`config.mk`:
```
export PLATFORM = sky130hd
export DESIGN_NAME = return_addr_stack
export DESIGN_NICKNAME = d
export VERILOG_FILES = /design/src/rtl/return_addr_stack.sv
export SDC_FILE = /design/constraint.sdc
export NUM_CORES = 1
export LEC_CHECK = 0
export ABC_AREA = 1
export CORE_ASPECT_RATIO = 2
export CORE_UTILIZATION = 51
export CTS_CLUSTER_DIAMETER = 150
export DETAILED_ROUTE_END_ITERATION = 8
export MAX_ROUTING_LAYER = met4
export PLACE_DENSITY = 0.71
export REMOVE_ABC_BUFFERS = 1
export SETUP_SLACK_MARGIN = 0.2
export SYNTH_ARGS = -nofsm -noshare
export SYNTH_HDL_FRONTEND = slang
export SYNTH_SLANG_ARGS = --single-unit
export TNS_END_PERCENT = 5
```
`constraint.sdc`:
```
create_clock -name clk_i -period 3.1 [get_ports clk_i]
set_input_delay 0.465 -clock clk_i [delete_from_list [all_inputs] [get_ports clk_i]]
set_output_delay 0.465 -clock clk_i [all_outputs]
set_load 0.005 [all_outputs]
```
`src/rtl/return_addr_stack.sv`:
```
// rtl/return_addr_stack.sv - circular return-address stack with sticky overflow/underflow flags
module return_addr_stack #(
    parameter int WIDTH     = 12,
    parameter int DEPTH     = 8,
    parameter int WRAP_MODE = 0
) (
    input  logic                       clk_i,
    input  logic                       reset_ni,
    input  logic                       push_i,
    input  logic                       pop_i,
    input  logic                       flush_i,
    input  logic                       clr_err_i,
    input  logic [WIDTH-1:0]           din_i,
    output logic [WIDTH-1:0]           dout_o,
    output logic [$clog2(DEPTH):0]     count_o,
    output logic                       empty_o,
    output logic                       full_o,
    output logic                       overflow_o,
    output logic                       underflow_o
);

    localparam int AW = $clog2(DEPTH);
    localparam logic [AW:0]   FULL_CNT = (AW+1)'(DEPTH);
    localparam logic [AW:0]   CNT_ONE  = (AW+1)'(1);
    localparam logic [AW-1:0] PTR_ONE  = AW'(1);

    logic [WIDTH-1:0] mem_q [DEPTH];
    logic [AW-1:0]    ptr_q, ptr_d;
    logic [AW:0]      count_q, count_d;
    logic             overflow_q, overflow_d;
    logic             underflow_q, underflow_d;
    logic             we;
    logic [AW-1:0]    waddr;
    logic             is_empty, is_full;

    assign is_empty = (count_q == '0);
    assign is_full  = (count_q == FULL_CNT);

    always_comb begin
        ptr_d       = ptr_q;
        count_d     = count_q;
        overflow_d  = overflow_q & ~clr_err_i;
        underflow_d = underflow_q & ~clr_err_i;
        we          = 1'b0;
        waddr       = ptr_q;
        if (flush_i) begin
            ptr_d   = '0;
            count_d = '0;
        end else if (push_i && pop_i) begin
            if (!is_empty) begin
                we = 1'b1;
            end else begin
                // Pop of an empty stack collapses to a plain push but is still an error.
                ptr_d       = ptr_q + PTR_ONE;
                waddr       = ptr_q + PTR_ONE;
                we          = 1'b1;
                count_d     = CNT_ONE;
                underflow_d = 1'b1;
            end
        end else if (push_i) begin
            if (!is_full) begin
                ptr_d   = ptr_q + PTR_ONE;
                waddr   = ptr_q + PTR_ONE;
                we      = 1'b1;
                count_d = count_q + CNT_ONE;
            end else begin
                overflow_d = 1'b1;
                if (WRAP_MODE != 0) begin
                    ptr_d = ptr_q + PTR_ONE;
                    waddr = ptr_q + PTR_ONE;
                    we    = 1'b1;
                end
            end
        end else if (pop_i) begin
            if (!is_empty) begin
                ptr_d   = ptr_q - PTR_ONE;
                count_d = count_q - CNT_ONE;
            end else begin
                underflow_d = 1'b1;
            end
        end
    end

    always_ff @(posedge clk_i or negedge reset_ni) begin
        if (!reset_ni) begin
            ptr_q       <= '0;
            count_q     <= '0;
            overflow_q  <= 1'b0;
            underflow_q <= 1'b0;
        end else begin
            ptr_q       <= ptr_d;
            count_q     <= count_d;
            overflow_q  <= overflow_d;
            underflow_q <= underflow_d;
        end
    end

    // Array holds no reset; its contents are masked by count.
    always_ff @(posedge clk_i) begin
        if (we && reset_ni) begin
            mem_q[waddr] <= din_i;
        end
    end

    assign dout_o      = is_empty ? '0 : mem_q[ptr_q];
    assign count_o     = count_q;
    assign empty_o     = is_empty;
    assign full_o      = is_full;
    assign overflow_o  = overflow_q;
    assign underflow_o = underflow_q;

endmodule
```
---- After elaboration in Yosys (flattened, before gate mapping) ----
Memory sizes are Yosys's and may differ from the RTL's.
Index checks and enable logic that the tools add are counted.
Widths: inputs -> output; s select.
word-level totals
  register bits after elaboration ......... 9
  bits of input ports ..................... 18
  memory bits (writable) .................. 96
  memories kept ........................... 1
  word-level logic and storage cells ...... 55
cells by class
  equal/unequal tests ..................... 4
  multiplexer cells ....................... 33
  add/subtract/negate cells ............... 4
  reduce and logical (&&, ||, !) cells .... 6
  bitwise gates (word level) .............. 3
memory list
  name   words  bits a word  rd ports  clocked after Yosys merged registers in  wr ports  RTL line  text
  mem_q  8      12           1         0                                        1         27        logic [WIDTH-1:0] mem_q [DEPTH];
operators with widths
  kind                 number
  $mux 3               10
  $mux 4               7
  $mux 1               15
  $mux 12              1
  $ne 4x3->1 const B   2
  $add 4x1->4 const B  1
  $eq 4x4->1 const B   1
  $logic_not 4->1      1
  $reduce_and 4->1     1
  $reduce_bool 4->1    1
  $sub 4x1->4 const B  1
  $add 3x1->3 const B  1
  $ne 3x3->1 const B   1
  $sub 3x1->3 const B  1
  $and 1x1->1          2
  $logic_and 1x1->1    2
  $reduce_and 2->1     1
  $not 1->1            1

---- Logic depth before layout (Yosys ltp) ----
Gate-level depths: netlist of the first run.
  word-level depth ........................ 8
  mapped depth ............................ 12
  gate-level depth less buffers ........... 11

---- Worst setup path before layout of the first run ----
OpenSTA, ideal clock, no wires.
  path type ............................... register -> register
  from .................................... register ptr_q[1]
  to ...................................... memory mem_q[5][0] (enable)
  clock period less this slack ............ 2.405 ns
  arrival ................................. 2.024 ns
  stages on the path, launching flop included .. 12
  library setup time ...................... 0.380 ns
  setup slack ............................. 0.695 ns
  path through ............................ dfrtp_1 buf_4 inv_1 buf_2 ha_1 nand3_1 nand3_1 nand2_1 nand2_1 nand2_2 nand3_1 nor2_1
between the ends
  cells in the longest elaborated chain, start to end .. 5
RTL lines
  element                   RTL line  text
  start: declaration        28        logic [AW-1:0] ptr_q, ptr_d;
  start signal: assignment  91        ptr_q <= ptr_d;
  $add 3x1->3               55, 63
  $mux 3                    61        if (!is_full) begin
  $mux 3                    60        end else if (push_i) begin
  $mux 3                    49        end else if (push_i && pop_i) begin
  $mux 3 *                  46        if (flush_i) begin
  end: declaration          27
Mark *: on every way between the ends. The rest lies on a longest branch, timed or not.

---- Worst setup path in the final report of the first run ----
  from .................................... register ptr_q[0]
  to ...................................... output dout_o[3]
between the ends
  cells in the longest elaborated chain, start to end .. 2
RTL lines
  element           RTL line  text
  $mem_v2 8x12      --
  $mux 12           105       assign dout_o = is_empty ? '0 : mem_q[ptr_q];
  end: declaration  14        output logic [WIDTH-1:0] dout_o,
Every way passes these cells.

==> results_dict.tcl, run 1 <==
set metrics [dict create \
    non_filler_instance_count_after_layout 560 \
    count_of_inserted_antenna_diode_cells 0 \
    synth_area_per_cell_um2 11.23 \
    synth-warning-count 0 \
    tns_ns 0 \
    routedWlPerCell_um 19.35 \
    fin_clk_skew_ns 0.006215 \
    area_delta_synth_final_pct 18.08 \
    hold_path.class "in -> async" \
    run_status "completed" \
    initial_utilization 0.5276 \
    floorplan.io_pins 38 \
    cts_hold_buffers 0 \
    fp.dieW_um 69.12 \
    max-clock-path-buffers 2 \
    unrepaired_setup_endpoints_after_global_routing "no" \
    synth-main-ff-cell "sky130_fd_sc_hd__edfxtp_1" \
    place_inst 544 \
    cellLeakagePower_nw 1.971 \
    ys_seq_area_frac 0.6765 \
    worst_ir_drop_vdd_mv 0.5276 \
    arrival_ns 2.26 \
    buffer_ports.inserted 37 \
    worst_slew_pin_slew_ns 0.4379 \
    clock_insertion_delay_worst_skew_ns 0.35 \
    yosys-top-cells-area "sky130_fd_sc_hd__edfxtp_1, sky130_fd_sc_hd__o21ai_0, sky130_fd_sc_hd__nand2_1, sky130_fd_sc_hd__nor2_1, sky130_fd_sc_hd__dfrtp_1" \
    syn_area_um2 4594 \
    final_hold_viol_count 0 \
    startpoint_type "register" \
    cts.clk_slew.worst_paths_ns 0.07 \
    route.antenna.remaining_nets 0 \
    maximum_number_of_pins_on_one_net_before_global_route_repair 53 \
    critical_path.endpoint_type "output port" \
    routabilityCongestion 0.9462 \
    layout.core_utilization 0.6230 \
    h_tree_level_count 3 \
    die_height_um 136.2 \
    crit-reg2reg-launch "ptr_q[0]$_DFFE_PN0P_" \
    drt_pre_antenna_iters 4 \
    p_per_area_nw_per_um2 753.2 \
    grt_use_total 0.2528 \
    synth_most_common_cell "sky130_fd_sc_hd__edfxtp_1" \
    cap_viol_max_count 0 \
    drv_slew 0 \
    synth_edf_count 96 \
    synth_compound_area_frac 0.1138 \
    fin_crit_ns 2.727 \
    first_global_vias 3325 \
    cts.sink_count 105 \
    synth_top_family_by_area "simple AND/OR/NAND/NOR gates" \
    share_of_synthesized_cell_area_in_full_adder_half_adder_and_majority_cells 0.01525 \
    synth_largest_area_cell "sky130_fd_sc_hd__edfxtp_1" \
    initial_antenna_violation_count 0 \
    grt_first_pass_wirelength_um 17150 \
    yosys_register_bits 105 \
    postSynthCellCount 409 \
    async_flop_share 0.08571 \
    final_layout_size_suffix_gt1_frac 0.1217 \
    grt_remaining_overflow 0 \
    detail_placement_hpwl_um 7311 \
    crit_path_start "ptr_q[0]$_DFFE_PN0P_" \
    core-area_um2 8708 \
    synth.area.mux_share 0 \
    tritoncts.num_buffers 9 \
    slew-limit-headroom 0.7050 \
    detailroute.via_count 3283 \
    synth.distinct_cells 30 \
    synth-xor-area-share 0.003813 \
    routed_via_density 5.863 \
    fp-row-count 48 \
    post_synth_and_or_nand_nor_area_fraction 0.1490 \
    design.final.nets 478 \
    crit_type "reg -> out" \
    post-route-drc-count 0 \
    fin_crit_sh 0.8796 \
    critPathRequiredTime_ns 2.63 \
    cts_tree "done" \
    fmaxAchievable_ghz 0.3667 \
    critical_path_peak_fanout 22 \
    drt_iter0_drc 203 \
    cts_root_buf "sky130_fd_sc_hd__clkbuf_16" \
    total_detailed_routing_wirelength_um 10840 \
    total_of_endpoints_with_negative_setup_slack_in_the_final_report 0 \
    synth_top_area_frac 0.6275 \
    design.die.area_um2 9416 \
    synth.cells.most_frequent "sky130_fd_sc_hd__edfxtp_1, sky130_fd_sc_hd__nand2_1, sky130_fd_sc_hd__nor2_1" \
]
-- through the flow --
stage	hold slack (ns)	cell area, µm²	setup slack [ns]	power [mW]
after floorplan	0.1694	4486	-0.2283	2.387
after global placement	0.4779	5124	0.5545	2.970
after detailed placement	0.4765	5124	0.5118	2.993
after CTS	0.4091	5419	0.2638	4.107
after global routing	0.4195	5425	0.2073	4.303
final	0.4051	5425	0.3732	4.086
-- what timing repair did --
item	in CTS	in global routing
setup endpoints to repair	0	8
setup buffers	0	0
gates resized for setup	0	3
-- report_power, final --
part / total [mW] / internal, mW / switching [mW]
registers: 1.67 / 1.61 / 0.0602
logic: 1.29 / 0.538 / 0.756
clock network: 1.12 / 0.626 / 0.494
-- sequential cells by signal, summed over array words and instances, names as in the netlist --
signal and flops:
mem_q 96, count_o 4, overflow_o 1, ptr_q 3, underflow_o 1
-- layout make-up --
type | instances | area (µm²)
flip-flops and latches | 105 | 3109
well taps | 100 | 125.1
multi-input cells | 262 | 1295
clock buffers | 9 | 225.2
clock inverters | 7 | 70.07
repair buffers | 56 | 516.7
fillers | 701 | 3283
inverters | 21 | 83.83
-- worst max-delay path, cell delays in order (launching register included) --
cell and delay [ns]:
sky130_fd_sc_hd__dfrtp_1 0.40, sky130_fd_sc_hd__clkinv_2 0.22, sky130_fd_sc_hd__buf_4 0.30, sky130_fd_sc_hd__nor2_1 0.07
sky130_fd_sc_hd__o22ai_1 0.19, sky130_fd_sc_hd__nand2_1 0.07, sky130_fd_sc_hd__a21oi_1 0.14, sky130_fd_sc_hd__clkdlybuf4s50_1 0.52
-- path summary, 6_finish.rpt --
kind | to | slack (ns) | cells after the start
worst max register to register | mem_q[2][7]$_DFFE_PP_ | 0.64 | 12
max in group asynchronous | ptr_q[1]$_DFFE_PN0P_ | 2.53 | 2
worst min register to register | overflow_o$_DFF_PN0_ | 0.49 | 2
worst max-delay path | dout_o[3] | 0.37 | 7
min in group clk_i | overflow_o$_DFF_PN0_ | 0.49 | 2
worst min-delay path | ptr_q[2]$_DFFE_PN0P_ | 0.41 | 2
-- routing by layer --
layer,global-route usage,wire (µm),vias up,part of all wire
li1,-,-,1540,-
met1,0.2658,4029,1609,0.37
met2,0.4369,5819,100,0.54
met3,0.04818,463,34,0.043
met4,0.1497,522,0,0.048
met5,-,0,-,0
-- kinds of logic (layout without fill, tap and decap cells) --
| family | after synthesis | count (layout) |
|---|---|---|
| AND/OR/NAND/NOR | 158 | 158 |
| flip-flops | 105 | 105 |
| buffers and inverters | 42 | 93 |
| XOR/XNOR | 2 | 2 |
| adder cells (fa/ha/maj) | 5 | 5 |
| AO/OA/AOI/OAI | 97 | 97 |
-- layout by cell type, fill, tap and decap left out, types with 2 or more instances in the layout --
| cell | synthesis | routed |
|---|---|---|
| sky130_fd_sc_hd__edfxtp_1 | 96 | 96 |
| sky130_fd_sc_hd__nor2_1 | 63 | 63 |
| sky130_fd_sc_hd__nand2_1 | 63 | 63 |
| sky130_fd_sc_hd__o21ai_0 | 51 | 51 |
| sky130_fd_sc_hd__clkdlybuf4s50_1 | 0 | 37 |
| sky130_fd_sc_hd__o22ai_1 | 26 | 26 |
| sky130_fd_sc_hd__buf_4 | 2 | 18 |
| sky130_fd_sc_hd__inv_1 | 14 | 14 |
| sky130_fd_sc_hd__nand3_1 | 14 | 14 |
| sky130_fd_sc_hd__a21oi_1 | 13 | 13 |
| sky130_fd_sc_hd__clkbuf_16 | 0 | 9 |
| sky130_fd_sc_hd__nand2_2 | 8 | 8 |
| sky130_fd_sc_hd__dfrtp_1 | 9 | 8 |
| sky130_fd_sc_hd__o21ai_1 | 6 | 6 |
| sky130_fd_sc_hd__inv_2 | 5 | 4 |
| sky130_fd_sc_hd__ha_1 | 4 | 4 |
| sky130_fd_sc_hd__clkinv_2 | 1 | 3 |
| sky130_fd_sc_hd__nor2_4 | 2 | 2 |
| sky130_fd_sc_hd__nand2_4 | 2 | 2 |
| sky130_fd_sc_hd__nand3_2 | 2 | 2 |
| sky130_fd_sc_hd__nand4_1 | 2 | 2 |
| sky130_fd_sc_hd__clkinv_1 | 0 | 2 |
No activity file was read; power rests on OpenSTA's default activity.
==> run 2: changes to the inputs <==
SETUP_SLACK_MARGIN = 0.4   (was 0.2)
==> results_dict.tcl, run 2 (synthesis gave the netlist of run 1 again) <==
set metrics [dict create \
    grt_use_total 0.2528 \
    crit_type "reg -> out" \
    max-clock-path-buffers 2 \
    grt_first_pass_wirelength_um 17170 \
    crit-reg2reg-launch "ptr_q[0]$_DFFE_PN0P_" \
    whs_ns 0.4131 \
    initial_antenna_violation_count 0 \
    largest_register_ffs 96 \
    routabilityCongestion 0.9462 \
    power.total_mw 4.182 \
    fin_clk_skew_ns 0.006809 \
    final_common_cell "sky130_fd_sc_hd__edfxtp_1" \
    regMostFlops "mem_q" \
    critical_path.endpoint_type "output port" \
    layout.cells.most_common_list "sky130_fd_sc_hd__edfxtp_1, sky130_fd_sc_hd__nor2_1, sky130_fd_sc_hd__nand2_1" \
    met2WireLength_um 6104 \
    timing.reg2reg.worst_path_depth 13 \
    route.antenna.remaining_nets 0 \
    area_delta_synth_final_pct 20.29 \
    tritoncts.num_buffers 9 \
    cts_root_buf "sky130_fd_sc_hd__clkbuf_16" \
    final_hold_viol_count 0 \
    critical_path_peak_fanout 11 \
    cap_viol_max_count 0 \
    slew-limit-headroom 0.7214 \
    fp-row-count 48 \
    fmaxAchievable_ghz 0.3800 \
    initial_utilization 0.5276 \
    die_height_um 136.2 \
    fin_crit_sh 0.8488 \
    buffer_ports.inserted 37 \
    floorplan.io_pins 38 \
    cellLeakagePower_nw 2.013 \
    non_filler_instance_count_after_layout 565 \
    timing.reg2reg.setup_slack_ns 0.75 \
    drv_slew 0 \
    routed.top_layer "met4" \
    crit-reg2reg-capture "mem_q[0][11]$_DFFE_PP_" \
    total_detailed_routing_wirelength_um 11270 \
    cts.clk_slew.worst_paths_ns 0.07 \
    unrepaired_setup_endpoints_after_global_routing "yes" \
    cts.sink_count 105 \
    detailroute.via_count 3338 \
    startpoint_type "register" \
    fp.dieW_um 69.12 \
    fin_crit_ns 2.631 \
    drt_pre_antenna_iters 4 \
    p_per_area_nw_per_um2 756.7 \
    count_of_inserted_antenna_diode_cells 0 \
    design.final.nets 483 \
    h_tree_level_count 3 \
    run_status "completed" \
    drt_iter0_drc 239 \
    grt_remaining_overflow 0 \
    post-route-drc-count 0 \
    total_of_endpoints_with_negative_setup_slack_in_the_final_report 0 \
    routed_via_density 5.908 \
    detail_placement_hpwl_um 7311 \
    place_inst 544 \
    first_global_vias 3318 \
    critPathRequiredTime_ns 2.63 \
    worst_slew_pin_slew_ns 0.4173 \
    cts_hold_buffers 0 \
    detailed_routing_wirelength_on_met1_um 4138 \
    arrival_ns 2.17 \
    design.die.area_um2 9416 \
    routedWlPerCell_um 19.95 \
    met3WireLength_um 588 \
    final_layout_size_suffix_gt1_frac 0.1355 \
    core-area_um2 8708 \
    cts_tree "done" \
    maximum_number_of_pins_on_one_net_before_global_route_repair 53 \
    hold_path.class "in -> async" \
    clock_insertion_delay_worst_skew_ns 0.34 \
    worst_ir_drop_vdd_mv 0.5390 \
]
## run 2: power by group
group	switching [mW]	internal [mW]
clock network	0.492	0.626
registers	0.0581	1.61
logic	0.795	0.597
## run 2: critical path, stage by stage, from the launching register on
cell and delay (ns):
sky130_fd_sc_hd__dfrtp_2 0.46, sky130_fd_sc_hd__buf_4 0.16, sky130_fd_sc_hd__clkinv_2 0.14, sky130_fd_sc_hd__o21ai_0 0.15
sky130_fd_sc_hd__o22ai_1 0.13, sky130_fd_sc_hd__nand2_1 0.07, sky130_fd_sc_hd__a21oi_1 0.18, sky130_fd_sc_hd__clkdlybuf4s50_1 0.53
## run 2: cell type report
| cell class | count | area (µm²) |
|---|---|---|
| fillers | 686 | 3182 |
| flip-flops and latches | 105 | 3110 |
| multi-input cells | 262 | 1299 |
| repair buffers | 60 | 604.3 |
| clock buffers | 9 | 225.2 |
| well taps | 100 | 125.1 |
| inverters | 21 | 87.58 |
| clock inverters | 7 | 70.07 |
| repair inverters | 1 | 5.005 |
## run 2: per-stage QoR
| step | setup slack, ns | utilization | TNS (ns) | area (µm²) |
|---|---|---|---|---|
| 2_1_floorplan | -0.2283 | - | -20.12 | 4486 |
| 3_3_place_gp | 0.5545 | 0.5884 | 0 | 5124 |
| 3_5_place_dp | 0.5118 | 0.5884 | 0 | 5124 |
| 4_1_cts | 0.3801 | 0.6240 | 0 | 5434 |
| 5_1_grt | 0.3731 | 0.6346 | 0 | 5527 |
| 6_report | 0.4686 | 0.6346 | 0 | 5527 |
## run 2: worst max-delay path by stage
stage,cells after the start,start,end
6_report,7,ptr_q[0]$_DFFE_PN0P_,dout_o[0]
5_1_grt,7,ptr_q[0]$_DFFE_PN0P_,dout_o[6]
4_1_cts,7,ptr_q[0]$_DFFE_PN0P_,dout_o[6]
3_5_place_dp,10,push_i,mem_q[2][0]$_DFFE_PP_
3_3_place_gp,10,push_i,mem_q[0][11]$_DFFE_PP_
2_1_floorplan,10,ptr_q[0]$_DFFE_PN0P_,mem_q[6][0]$_DFFE_PP_
## run 2: repair_timing
action,in CTS,in global routing
endpoints found under the setup margin,12,12
hold endpoints to repair,0,0
setup buffers,0,3
cloned,0,2
gates resized for setup,5,10
## run 2: routing by layer
| metal | up-vias | track usage |
|---|---|---|
| met3 | 31 | 0.04967 |
| met1 | 1627 | 0.2658 |
| li1 | 1550 | - |
| met2 | 130 | 0.4364 |
| met5 | - | - |
| met4 | 0 | 0.1485 |
